[src/rtl/cim_sched_pkg.sv]
// Shared types for the CIM layer scheduler: slot states and the MVM_WAIT timeout.
// Optional perf counters are enabled with CIM_SCHED_PERF_EN.
package cim_sched_pkg;

  typedef enum logic [2:0] {
    IDLE,
    FILL,
    START,
    MVM_WAIT,
    MVM,
    FUNC_WAIT,
    FUNC
  } sched_state_t;

  localparam int MVM_WAIT_TO = 2;

  // A slot in any of these states holds its input buffer.
  function automatic logic is_active(sched_state_t s);
    return s inside {START, MVM_WAIT, MVM, FUNC_WAIT, FUNC};
  endfunction

  function automatic logic [31:0] sat_inc(logic [31:0] v);
    return (&v) ? v : v + 32'd1;
  endfunction

endpackage

[src/rtl/cim_sched_slot.sv]
// One layer slot: fill counter, start/func_start sequencing, overrun flag.
// With CIM_SCHED_PERF_EN defined, adds saturating FUNC_WAIT and MVM cycle counters.
module cim_sched_slot
  import cim_sched_pkg::*;
#(
  parameter int CW = 16
) (
  input  logic          clk,
  input  logic          rst,
  input  logic          run,
  input  logic [CW-1:0] cfg,
  input  logic          ibuf_we,
  input  logic          busy,
  input  logic          func_done,
  input  logic          ds_ready,
  output sched_state_t  state,
  output logic          start,
  output logic          func_start,
  output logic          func_exit,
  output logic          err_overrun
`ifdef CIM_SCHED_PERF_EN
  ,
  output logic [31:0]   stall_cycles,
  output logic [31:0]   mvm_cycles
`endif
);

  sched_state_t  state_q, state_d;
  logic [CW-1:0] cnt_q, cnt_d;
  logic [1:0]    wcnt_q, wcnt_d;
  logic          err_q, err_d;
  logic          en;
  logic [CW-1:0] cnt_inc;

  assign en      = |cfg;
  assign cnt_inc = cnt_q + CW'(1);

  always_ff @(posedge clk) begin
    if (rst) begin
      state_q <= IDLE;
      cnt_q   <= '0;
      wcnt_q  <= '0;
      err_q   <= 1'b0;
    end else begin
      state_q <= state_d;
      cnt_q   <= cnt_d;
      wcnt_q  <= wcnt_d;
      err_q   <= err_d;
    end
  end

  always_comb begin
    state_d = state_q;
    cnt_d   = cnt_q;
    wcnt_d  = wcnt_q;
    unique case (state_q)
      IDLE: begin
        cnt_d = '0;
        if (run && en) state_d = FILL;
      end
      FILL: begin
        if (ibuf_we) begin
          cnt_d = cnt_inc;
          if (cnt_inc == cfg) state_d = START;
        end
      end
      START: begin
        wcnt_d  = '0;
        state_d = MVM_WAIT;
      end
      MVM_WAIT: begin
        // a layer that never raises busy (pool) falls through after the timeout
        if (busy) state_d = MVM;
        else if (wcnt_q == 2'(MVM_WAIT_TO - 1)) state_d = FUNC_WAIT;
        else wcnt_d = wcnt_q + 2'd1;
      end
      MVM: begin
        if (!busy) state_d = FUNC_WAIT;
      end
      FUNC_WAIT: begin
        if (ds_ready) state_d = FUNC;
      end
      FUNC: begin
        if (func_done) begin
          cnt_d   = '0;
          state_d = run ? FILL : IDLE;
        end
      end
      default: state_d = IDLE;
    endcase
  end

  always_comb begin
    err_d = err_q | (ibuf_we && en && (state_q != FILL));
  end

  always_comb begin
    start      = 1'b0;
    func_start = 1'b0;
    func_exit  = 1'b0;
    if (!rst) begin
      start      = (state_q == START);
      func_start = (state_q == FUNC_WAIT) && ds_ready;
      func_exit  = (state_q == FUNC) && func_done;
    end
  end

  assign state       = state_q;
  assign err_overrun = err_q;

`ifdef CIM_SCHED_PERF_EN
  logic [31:0] stall_q, stall_d;
  logic [31:0] mvm_q, mvm_d;

  always_comb begin
    stall_d = (state_q == FUNC_WAIT) ? sat_inc(stall_q) : stall_q;
    mvm_d   = (state_q == MVM) ? sat_inc(mvm_q) : mvm_q;
  end

  always_ff @(posedge clk) begin
    if (rst) begin
      stall_q <= '0;
      mvm_q   <= '0;
    end else begin
      stall_q <= stall_d;
      mvm_q   <= mvm_d;
    end
  end

  assign stall_cycles = stall_q;
  assign mvm_cycles   = mvm_q;
`endif

endmodule

[src/rtl/cim_layer_scheduler.sv]
// Chains per-layer slots: resolves the next enabled layer, next_busy and o_done.
// CIM_SCHED_PERF_EN adds o_stall_cycles / o_mvm_cycles per layer.
module cim_layer_scheduler
  import cim_sched_pkg::*;
#(
  parameter int num_layers = 5,
  parameter int cnt_width  = 16
) (
  input  logic                                 clk,
  input  logic                                 rst,
  input  logic                                 i_run,
  input  logic [num_layers-1:0][cnt_width-1:0] i_cfg_fill,
  input  logic [num_layers-1:0]                i_ibuf_we,
  input  logic [num_layers-1:0]                i_busy,
  input  logic [num_layers-1:0]                i_func_done,
  input  logic                                 i_host_busy,
  output logic [num_layers-1:0]                o_start,
  output logic [num_layers-1:0]                o_func_start,
  output logic [num_layers-1:0]                o_next_busy,
  output logic                                 o_done,
  output logic [num_layers-1:0]                o_err_overrun
`ifdef CIM_SCHED_PERF_EN
  ,
  output logic [num_layers-1:0][31:0]          o_stall_cycles,
  output logic [num_layers-1:0][31:0]          o_mvm_cycles
`endif
);

  localparam int N = num_layers;

  sched_state_t  st [N];
  logic [N-1:0]  en;
  logic [N-1:0]  act;
  logic [N-1:0]  has_nxt;
  logic [N-1:0]  nxt_act;
  logic [N-1:0]  last;
  logic [N-1:0]  ds_ready;
  logic [N-1:0]  fexit;

  // Walk downward so each slot sees the nearest enabled slot above it.
  always_comb begin
    logic seen;
    logic seen_act;
    seen     = 1'b0;
    seen_act = 1'b0;
    has_nxt  = '0;
    nxt_act  = '0;
    for (int k = N - 1; k >= 0; k--) begin
      has_nxt[k] = seen;
      nxt_act[k] = seen_act;
      if (en[k]) begin
        seen     = 1'b1;
        seen_act = act[k];
      end
    end
  end

  for (genvar k = 0; k < N; k++) begin : g_slot
    assign en[k]   = |i_cfg_fill[k];
    assign act[k]  = is_active(st[k]);
    assign last[k] = en[k] & ~has_nxt[k];

    assign ds_ready[k] = has_nxt[k] ? ~nxt_act[k] : ~i_host_busy;

    assign o_next_busy[k] = en[k] & ~rst &
                            (has_nxt[k] ? nxt_act[k] : i_host_busy);

    cim_sched_slot #(
      .CW(cnt_width)
    ) u_slot (
      .clk         (clk),
      .rst         (rst),
      .run         (i_run),
      .cfg         (i_cfg_fill[k]),
      .ibuf_we     (i_ibuf_we[k]),
      .busy        (i_busy[k]),
      .func_done   (i_func_done[k]),
      .ds_ready    (ds_ready[k]),
      .state       (st[k]),
      .start       (o_start[k]),
      .func_start  (o_func_start[k]),
      .func_exit   (fexit[k]),
      .err_overrun (o_err_overrun[k])
`ifdef CIM_SCHED_PERF_EN
      ,
      .stall_cycles(o_stall_cycles[k]),
      .mvm_cycles  (o_mvm_cycles[k])
`endif
    );
  end

  assign o_done = |(fexit & last);

endmodule

[config.mk]
export PLATFORM = sky130hd
export DESIGN_NAME = cim_layer_scheduler
export DESIGN_NICKNAME = d
export VERILOG_FILES = /design/src/rtl/cim_sched_pkg.sv /design/src/rtl/cim_sched_slot.sv /design/src/rtl/cim_layer_scheduler.sv
export SDC_FILE = /design/constraint.sdc
export NUM_CORES = 1
export LEC_CHECK = 0
export ABC_AREA = 1
export BUFFER_PORTS_ARGS = -buffer_cell sky130_fd_sc_hd__buf_4
export CORE_MARGIN = 8
export CORE_UTILIZATION = 54
export CTS_CLUSTER_DIAMETER = 80
export CTS_CLUSTER_SIZE = 16
export DETAILED_ROUTE_END_ITERATION = 6
export PLACE_DENSITY = 0.78
export SYNTH_ARGS = -nofsm -noshare
export SYNTH_HDL_FRONTEND = slang
export SYNTH_SLANG_ARGS = --single-unit
[constraint.sdc]
create_clock -name clk -period 1.85 [get_ports clk]
set_input_delay 0.0925 -clock clk [delete_from_list [all_inputs] [get_ports clk]]
set_output_delay 0.0925 -clock clk [all_outputs]
set_load 0.01 [all_outputs]
==> flow_summary.toml <==
[timing]
clock.fmax_mhz = 494.8
final.period_utilization = 1.092
whs_ns = 0.01561
rsz0062_at_grt = "yes"
timing.clock.skew_ns = 0.008168
max_slew_margin = 0.5098
hold_viol = 0
setup-tns-final_ns = -1.279
finalWorstPathRequiredPeriod_ns = 2.021
worst_pin_slew_ns = 0.7353
final_critical_path_setup_slack_ns = -0.1708
setup_viol = 15
timing_max_transition_violations_final = 0

[setup_path]
rr_worst_depth = 14
worst_setup_path_end_kind = "flop"
ff2ff_setup_slack_ns = -0.17
critical_path_arrival_ns = 2.28
crit_fanout = 5
timing.rr.end = "g_slot[2].u_slot.state[0]"
worstSetupPathType = "reg -> reg"
regToRegStartpoint = "g_slot[2].u_slot.cnt_q[3]"
cp_data_required_time_ns = 2.11
type_of_element_launching_the_critical_path = "flop"

[detailed_routing]
detail_route.iter0.violations = 695
final_antenna_net_count = 0
post_drt_wl_per_cell_um = 14.73
total_length_of_routed_wires_um = 30610
dr_total_vias = 11150
drt-vias-per-instance = 5.366
first_pass_iters = 6
route.detailed.drc = 0

[place]
dp_hpwl_um = 20270
gp_routability_congestion = 0.9345
number_of_placed_instances_taps_included = 2004
io_buffers = 119

[yosys]
synth_fp_nets = 1622
netlist-cell-type-count = 45
synth.ff_latch_count = 110
syn_avg_cell_area_um2 = 5.947
synth_seq_area_share = 0.2448
synth.cell_area_um2 = 8997
number_of_enable_type_register_cells_in_the_synthesized_netlist = 0
asyncSetResetFlopFracSynth = 0
postSynthCellCount = 1513
ys_warn_count = 0
ys_dominant_reg_cell = "sky130_fd_sc_hd__dfxtp_1"

[global_routing]
via_count_of_the_first_global_routing_pass = 10250
grt_max_degree = 56
antenna_violations_before_repair = 0
grtUsageTotal = 0.2531
grt_first_pass_wirelength_um = 45780
gr-total-overflow = 0

[cts]
ctsLongestPathBuffers = 2
tritoncts = "built"
htree_num_levels = 3
clock_latency_ns = 0.36
numCtsBuffers = 9
clkTransAtPathRegs_ns = 0.07
cts.root.buffer_cell = "sky130_fd_sc_hd__clkbuf_16"
numClockSinks = 110

[layout]
final_nets = 1963
post_route_cells_drive_above_1_share = 0.3579
register_area_um2 = 2310
area_used_by_multi_input_combinational_logic_um2 = 6664
syn_to_final_growth_pct = 47.00
finalNonFillerCells = 2078
antennaDiodeCount = 0
most_frequent_standard_cell_in_the_layout_excluding_fill_and_tap_cells = "sky130_fd_sc_hd__nand2_1"
fillerInstances = 1168
most_used_cells_in_the_layout_excluding_fill_and_tap_cells = "sky130_fd_sc_hd__nand2_1 (429), sky130_fd_sc_hd__buf_4 (348), sky130_fd_sc_hd__inv_1 (175), sky130_fd_sc_hd__nor2_1 (153), sky130_fd_sc_hd__nand3_1 (107)"

[power_and_ir_drop]
pwr_density_cell_nw_per_um2 = 822.2
total_power_w = 0.01087
comb_power_share = 0.534
p_seq_frac = 0.272
design_internal_power_w = 0.006382
netSwitchingPower_w = 0.004493
largest_voltage_drop_on_the_vdd_net_mv = 0.5740
switching_share = 0.4132
clock_power_share = 0.194
power.leakage_nw = 5.994

[floorplanning]
core_region_area_um2 = 16470
dieArea_um2 = 21050
die_width_um = 145.1
start_util = 0.5464
floorplan.die.height_um = 145.1
pin_count = 120
row_count = 47

[worst_hold_path]
holdPathStages = 3
min_path_type = "in -> reg"
min_delay_worst_endpoint = "g_slot[3].u_slot.err_overrun"
min-delay-start = "i_ibuf_we[3]"

[flow_run]
max_cap_violations = 0

[status]
status = "complete, but fails checks"
violated_checks = "negative setup slack"
[sequential cells by signal (all words and copies together) (netlist names)]
name,count
g_slot.u_slot.cnt_q,80
g_slot.u_slot.state,15
g_slot.u_slot.wcnt_q,10
g_slot.u_slot.err_overrun,5
[logic make-up (layout without fill, tap and decap cells)]
logic type	count (synthesis)	after routing	share of synthesized area
DFF	110	110	0.2448
xor gates and xnor gates	57	57	0.07801
AOI/OAI and AO/OA	175	175	0.1111
buffers and inverters	237	582	0.1089
adders and majority gates	10	10	0.01391
and+or+nand+nor	924	924	0.4433
[routing by layer]
| metal | track usage | up-vias | routed length [µm] |
|---|---|---|---|
| met3 | 0.03856 | 102 | 2040 |
| met1 | 0.2991 | 5064 | 12130 |
| met4 | 0.1005 | 0 | 1165 |
| li1 | - | 5513 | - |
| met5 | 0 | - | 0 |
| met2 | 0.4507 | 472 | 15270 |
[worst max-delay path, stage by stage, from the launching register on]
cell                      delay (ns)
sky130_fd_sc_hd__dfxtp_4        0.38
sky130_fd_sc_hd__buf_4          0.14
sky130_fd_sc_hd__inv_1          0.06
sky130_fd_sc_hd__nor2_4         0.21
sky130_fd_sc_hd__buf_6          0.13
sky130_fd_sc_hd__xnor2_1        0.10
sky130_fd_sc_hd__nand2_1        0.08
sky130_fd_sc_hd__a21oi_2        0.13
sky130_fd_sc_hd__nand2_1        0.08
sky130_fd_sc_hd__nor2_2         0.10
sky130_fd_sc_hd__nand3_2        0.12
sky130_fd_sc_hd__nand2_4        0.11
sky130_fd_sc_hd__nand2_2        0.07
sky130_fd_sc_hd__o21ai_2        0.14
sky130_fd_sc_hd__inv_1          0.06
[synthesized netlist by cell type (9+ instances only)]
library cell | count | area, µm²
sky130_fd_sc_hd__a21oi_1 | 109 | 545.5
sky130_fd_sc_hd__buf_2 | 9 | 45.04
sky130_fd_sc_hd__buf_4 | 19 | 142.6
sky130_fd_sc_hd__clkbuf_1 | 17 | 63.81
sky130_fd_sc_hd__dfxtp_1 | 110 | 2202
sky130_fd_sc_hd__ha_1 | 10 | 125.1
sky130_fd_sc_hd__inv_1 | 189 | 709.4
sky130_fd_sc_hd__nand2_1 | 479 | 1798
sky130_fd_sc_hd__nand3_1 | 131 | 655.6
sky130_fd_sc_hd__nand3b_1 | 17 | 127.6
sky130_fd_sc_hd__nand4_1 | 34 | 212.7
sky130_fd_sc_hd__nor2_1 | 201 | 754.5
sky130_fd_sc_hd__nor3_1 | 21 | 105.1
sky130_fd_sc_hd__o21ai_0 | 27 | 135.1
sky130_fd_sc_hd__xnor2_1 | 11 | 96.34
sky130_fd_sc_hd__xor2_1 | 32 | 280.3
[metrics by stage]
step | worst slack (ns) | cell area, µm² | utilization
after floorplan | 0.01123 | 8997 | -
after global placement | -0.1539 | 11410 | 0.6932
after detailed placement | -0.2077 | 11410 | 0.6932
after CTS | -0.1982 | 12360 | 0.7505
after global routing | -0.2749 | 13230 | 0.8033
final | -0.1708 | 13230 | 0.8033
[what timing repair did]
action / 4_1_cts / 5_1_grt
pin swaps: 38 / 75
hold buffers: 1 / 0
buffers inserted: 37 / 25
hold endpoints to repair: 1 / 0
cloned: 0 / 4
resized for setup: 123 / 200
endpoints found under the setup margin: 21 / 97
[power by group through the flow]
stage,clock network (W),logic [W],registers [W]
2_1_floorplan,0,0.00274,0.00290
3_3_place_gp,0,0.00434,0.00292
6_report,0.00211,0.00581,0.00296
5_1_grt,0.00220,0.00626,0.00298
4_1_cts,0.00212,0.00490,0.00292
3_5_place_dp,0,0.00441,0.00293
[worst max path at each step]
stage                               from                        end  slack (ns)
2_1_floorplan  g_slot[2].u_slot.cnt_q[0]  g_slot[2].u_slot.state[0]        0.01
3_3_place_gp   g_slot[0].u_slot.cnt_q[0]  g_slot[0].u_slot.state[0]       -0.15
3_5_place_dp   g_slot[3].u_slot.cnt_q[0]  g_slot[3].u_slot.state[0]       -0.21
4_1_cts        g_slot[3].u_slot.state[1]            o_func_start[0]       -0.20
5_1_grt        g_slot[4].u_slot.state[1]            o_func_start[0]       -0.27
6_report       g_slot[2].u_slot.cnt_q[3]  g_slot[2].u_slot.state[0]       -0.17
[area by class of cell]
cell class | instances | area share
Clock buffer | 12 | 0.02015
Clock inverter | 3 | 0.003216
Inverter | 191 | 0.05543
Multi-Input combinational cell | 1166 | 0.5038
Sequential cell | 110 | 0.1746
Tap cell | 220 | 0.02081
Timing Repair Buffer | 373 | 0.2202
Timing Repair inverter | 3 | 0.001703
No activity file was read; power rests on OpenSTA's default activity.
